$ cat config.mk
export PLATFORM = sky130hd
export DESIGN_NAME = regfile_dump_reader
export DESIGN_NICKNAME = d
export VERILOG_FILES = /design/src/rtl/cpu_dbg_pkg.sv /design/src/rtl/regfile_dump_reader.sv
export SDC_FILE = /design/constraint.sdc
export NUM_CORES = 1
export LEC_CHECK = 0
export CAP_MARGIN = 0
export CELL_PAD_IN_SITES_DETAIL_PLACEMENT = 0
export CELL_PAD_IN_SITES_GLOBAL_PLACEMENT = 1
export CORE_ASPECT_RATIO = 1.4
export CORE_MARGIN = 3
export CORE_UTILIZATION = 29
export DETAILED_ROUTE_END_ITERATION = 16
export PLACE_DENSITY_LB_ADDON = 0.1
export SYNTH_ARGS = -nofsm -noshare
export SYNTH_HDL_FRONTEND = slang
export SYNTH_SLANG_ARGS = --single-unit
$ cat constraint.sdc
create_clock -name clk -period 1.8 [get_ports clk]
set_input_delay 0.36 -clock clk [delete_from_list [all_inputs] [get_ports clk]]
set_output_delay 0.36 -clock clk [all_outputs]
set_load 0.02 [all_outputs]
$ cat src/rtl/cpu_dbg_pkg.sv
// Shared debug-path types and constants for the CPU register-dump logic.
// The dump FSM state encoding and the PC slot index live here.
package cpu_dbg_pkg;

  localparam int N_DEFAULT = 4;
  localparam int PC_IDX    = 2**N_DEFAULT - 1;

  typedef enum logic [1:0] {
    IDLE = 2'd0,
    LOAD = 2'd1,
    SEND = 2'd2,
    DONE = 2'd3
  } dump_state_t;

endpackage : cpu_dbg_pkg

$ cat src/rtl/regfile_dump_reader.sv
// Walks every register through the async read port and streams each word with
// its index over valid/ready; the top index carries the live PC from r15.
module regfile_dump_reader
  import cpu_dbg_pkg::*;
#(
  parameter int N = 4,
  parameter int M = 32
) (
  input  logic         clk,
  input  logic         rst,
  input  logic         start,
  input  logic         abort,
  output logic [N-1:0] ra,
  input  logic [M-1:0] rd,
  input  logic [M-1:0] r15,
  output logic [M-1:0] out_data,
  output logic [N-1:0] out_idx,
  output logic         out_last,
  output logic         out_valid,
  input  logic         out_ready,
  output logic         busy,
  output logic         done
);

  localparam logic [N-1:0] LAST_IDX = '1;

  dump_state_t  state, state_nx;
  logic [N-1:0] cnt;
  logic         handshake;
  logic         at_last;

  assign handshake = out_valid & out_ready;
  assign at_last   = (cnt == LAST_IDX);
  assign ra        = cnt;

  // NOTE: clocked state uses non-blocking assignments so every register samples pre-edge values.
  always_ff @(posedge clk or posedge rst) begin
    if (rst) state <= IDLE;
    else     state <= state_nx;
  end

  // NOTE: the default assignment up front keeps this purely combinational (no latch).
  always_comb begin
    state_nx = state;
    unique case (state)
      IDLE: if (start && !abort) state_nx = LOAD;
      LOAD: state_nx = abort ? IDLE : SEND;
      SEND: begin
        if (abort)          state_nx = IDLE;
        else if (handshake) state_nx = out_last ? DONE : LOAD;
      end
      DONE: state_nx = IDLE;
      default: state_nx = IDLE;
    endcase
  end

  always_comb begin
    busy = 1'b0;
    done = 1'b0;
    unique case (state)
      LOAD, SEND: busy = 1'b1;
      DONE:       done = 1'b1;
      default:    ;
    endcase
  end

  // Abort outranks both start and the handshake; IDLE ignores it.
  always_ff @(posedge clk or posedge rst) begin
    if (rst) begin
      cnt       <= '0;
      out_data  <= '0;
      out_idx   <= '0;
      out_last  <= 1'b0;
      out_valid <= 1'b0;
    end else if (abort && state != IDLE) begin
      cnt       <= '0;
      out_valid <= 1'b0;
    end else begin
      unique case (state)
        IDLE: if (start) cnt <= '0;
        LOAD: begin
          out_data  <= at_last ? r15 : rd;
          out_idx   <= cnt;
          out_last  <= at_last;
          out_valid <= 1'b1;
        end
        SEND: begin
          if (handshake) begin
            out_valid <= 1'b0;
            if (!out_last) cnt <= cnt + 1'b1;
          end
        end
        default: ;
      endcase
    end
  end

endmodule : regfile_dump_reader

==> flow_metrics.env, run 1 <==
export IMPL_netlist_instances=211
export IMPL_ant_nets=0
export IMPL_crit_arrival_ps=1380
export IMPL_clockBufferDepth=2
export IMPL_dp_hpwl_um=4700
export IMPL_wl_per_cell_um=13.9
export IMPL_netlist_area_um2=2180
export IMPL_r2r_setup_slack_ps=100
export IMPL_worst_pin_slew_ps=311
export IMPL_cap_violations=0
export IMPL_initial_core_util_pct=30.6
export IMPL_place_gp_congestion=0.870
export IMPL_drt_iter0_drc=41
export IMPL_slew_headroom_pct=79.3
export IMPL_viasPerCell=4.55
export IMPL_cp_startpoint="ra[0]$_DFFE_PP0P_"
export IMPL_hold_path_class="in2async"
export IMPL_seq_area_frac_synth_pct=50.5
export IMPL_synth_avg_cell_area_um2=10.3
export IMPL_drt_wl_total_um=5970
export IMPL_synth_seq_cells=44
export IMPL_synth_top_area_share_pct=50.5
export IMPL_fmax_ghz=0.576
export IMPL_path_class="reg2out"
export IMPL_ios=113
export IMPL_yosys_most_used_dff="dfrtp_1"
export IMPL_cp_data_required_time_ps=1440
export IMPL_cts_setup_buffers=0
export IMPL_status="completed"
export IMPL_post_route_drc_count=0
export IMPL_fin_crit_ps=1740
export IMPL_cp_max_fo=4
export IMPL_worstSkewPairLatency_ps=290
export IMPL_grt_pass1_wl_um=9600
export IMPL_rows=36
export IMPL_core_um2=7120
export IMPL_cts_buffers=5
export IMPL_setup_viol=0
export IMPL_timing_final_crit_share_pct=96.5
export IMPL_synthesis_nets=285
export IMPL_fin_tns_setup_ps=0
export IMPL_die_y_um=109
export IMPL_hold_slack_ps=426
export IMPL_p_per_area_nw_per_um2=1340
export IMPL_synthTopCellsByArea="dfrtp_1, mux2i_1, o21ai_0"
export IMPL_hold_violations=0
export IMPL_skew_ps=4.56
export IMPL_grt_antenna_before_repair=0
export IMPL_grt_max_degree=39
export IMPL_dieWidth_um=79.3
export IMPL_synth_edf_count=0
export IMPL_die_area_um2=8610
export IMPL_p_leak_nw=1.76
export IMPL_start_kind="register"
export IMPL_htreeDepth=2
export IMPL_clkTransAtPathRegs_ps=80
export IMPL_drive_gt1_share_pct=9.58
export IMPL_grt_use_total_pct=14.2
export IMPL_synth_top_cell_by_area="dfrtp_1"
export IMPL_first_pass_iters=4
export IMPL_drv_slew=0
export IMPL_final_nets=407
export IMPL_rsz0062_at_grt="no"
export IMPL_irDropWorstVdd_mv=0.786
export IMPL_grt_overflow_total=0
export IMPL_cts_sinks=44
export IMPL_area_growth_synth_to_final_pct=64.6
export IMPL_grt_pass1_vias=1943
export IMPL_vias=1954
export IMPL_cts_root_buffer="clkbuf_8"
export IMPL_critPathCaptureType="output pin"
export IMPL_cts_tree="done"
export IMPL_synth_async_reset_ratio_pct=100
export IMPL_yosys_warnings=0
export IMPL_timing_rr_start="state[0]$_DFFE_PP0P_"
export IMPL_n_antenna_cell=0
export IMPL_port_buffers=112
export IMPL_synth_distinct_cells=32
cells in the final DEF, fill, tap and decap left out, types with 4 or more instances in the layout:
master / n
buf_4: 13
clkbuf_8: 6
clkdlybuf4s50_1: 109
dfrtp_1: 44
ha_1: 4
mux2_2: 5
mux2i_1: 33
nand2_1: 39
nor2_1: 4
o21ai_0: 37
synthesized netlist by cell type (3+ instances only):
library cell   n
dfrtp_1       44
nand2_1       39
o21ai_0       38
mux2i_1       33
clkbuf_1       6
ha_1           5
mux2_2         5
buf_2          4
inv_1          4
nor2_1         4
and3_1         3
nor2b_1        3
logic make-up (layout without fill, tap and decap cells):
kind of cell	after synthesis	count (layout)	synth area share, %
AND/OR/NAND/NOR	57	57	11.8
AO/OA/AOI/OAI	51	51	13.7
flip-flops	44	44	50.5
multiplexers	38	38	17.7
buffers and inverters	16	139	3.50
adder cells (fa/ha/maj)	5	5	2.87
layer usage:
layer  GRT usage, %  part of all wire, %  vias to the layer above
li1               -                    -                      985
met1           15.4                   38                      901
met2           27.0                   54                       64
met3           4.08                  6.9                        4
met4           3.32                 0.85                        0
met5              0                    0                        -
registers in the layout, indices dropped and copies added (netlist names):
register	cells
state	2
out_last	1
out_idx	4
ra	4
out_valid	1
out_data	32
worst paths after layout:
check	to	cells past startpoint
worst max-delay path	ra[0]	2
worst min-delay path	out_data[11]$_DFFE_PP0P_	3
worst min register to register	out_data[31]$_DFFE_PP0P_	2
min in group clk	out_data[31]$_DFFE_PP0P_	2
max in group asynchronous	out_data[28]$_DFFE_PP0P_	3
worst max register to register	ra[0]$_DFFE_PP0P_	6
layout make-up:
type                            count  area (µm²)
Fill cell                         731        3530
Timing Repair Buffer              127        1260
Sequential cell                    44        1100
Multi-Input combinational cell    151        1010
Tap cell                           95         119
Clock buffer                        8        90.1
Inverter                            4        15.0
per-stage QoR:
stage	utilization [%]	power (mW)	worst slack, ps	std cells	instance area, µm²
global placement	49.1	4.25	33.2	421	3500
CTS	50.4	4.91	42.7	429	3580
finish	50.4	4.83	63.4	429	3590
floorplan	-	2.99	121	211	2180
global route	50.4	5.20	2.07	429	3590
detailed placement	49.1	4.28	12.8	421	3500
report_power, final:
| group | switching [mW] | leakage [nW] | internal (mW) |
|---|---|---|---|
| clock network | 0.320 | 0.0455 | 0.313 |
| registers | 0.190 | 0.560 | 1.38 |
| logic | 1.39 | 1.16 | 1.24 |
| total | 1.90 | 1.76 | 2.93 |
worst max-delay path: stages (launching register included):
cell	delay, ps
dfrtp_1	350
buf_4	130
clkdlybuf4s50_1	610
timing repair:
| item | CTS | global route |
|---|---|---|
| hold buffers | 0 | 0 |
| resized for setup | 2 | 3 |
| cloned | 0 | 0 |
| setup endpoints to repair | 2 | 8 |
Power figures use the tool's default switching activity.
==> inputs of run 2 (changes only) <==
--- a/config.mk
+++ b/config.mk
@@ -12,6 +12,7 @@
 export CORE_MARGIN = 3
 export CORE_UTILIZATION = 29
 export DETAILED_ROUTE_END_ITERATION = 16
+export HOLD_SLACK_MARGIN = 0.15
 export PLACE_DENSITY_LB_ADDON = 0.1
 export SYNTH_ARGS = -nofsm -noshare
 export SYNTH_HDL_FRONTEND = slang
==> results of run 2 <==
Final layout, timing and power as in run 1 (identical DEF).
==> inputs of run 3 (changes only) <==
--- a/config.mk
+++ b/config.mk
@@ -17,3 +17,4 @@
 export SYNTH_ARGS = -nofsm -noshare
 export SYNTH_HDL_FRONTEND = slang
 export SYNTH_SLANG_ARGS = --single-unit
+export TNS_END_PERCENT = 10
==> results of run 3 <==
Final layout, timing and power as in run 1 (identical DEF).
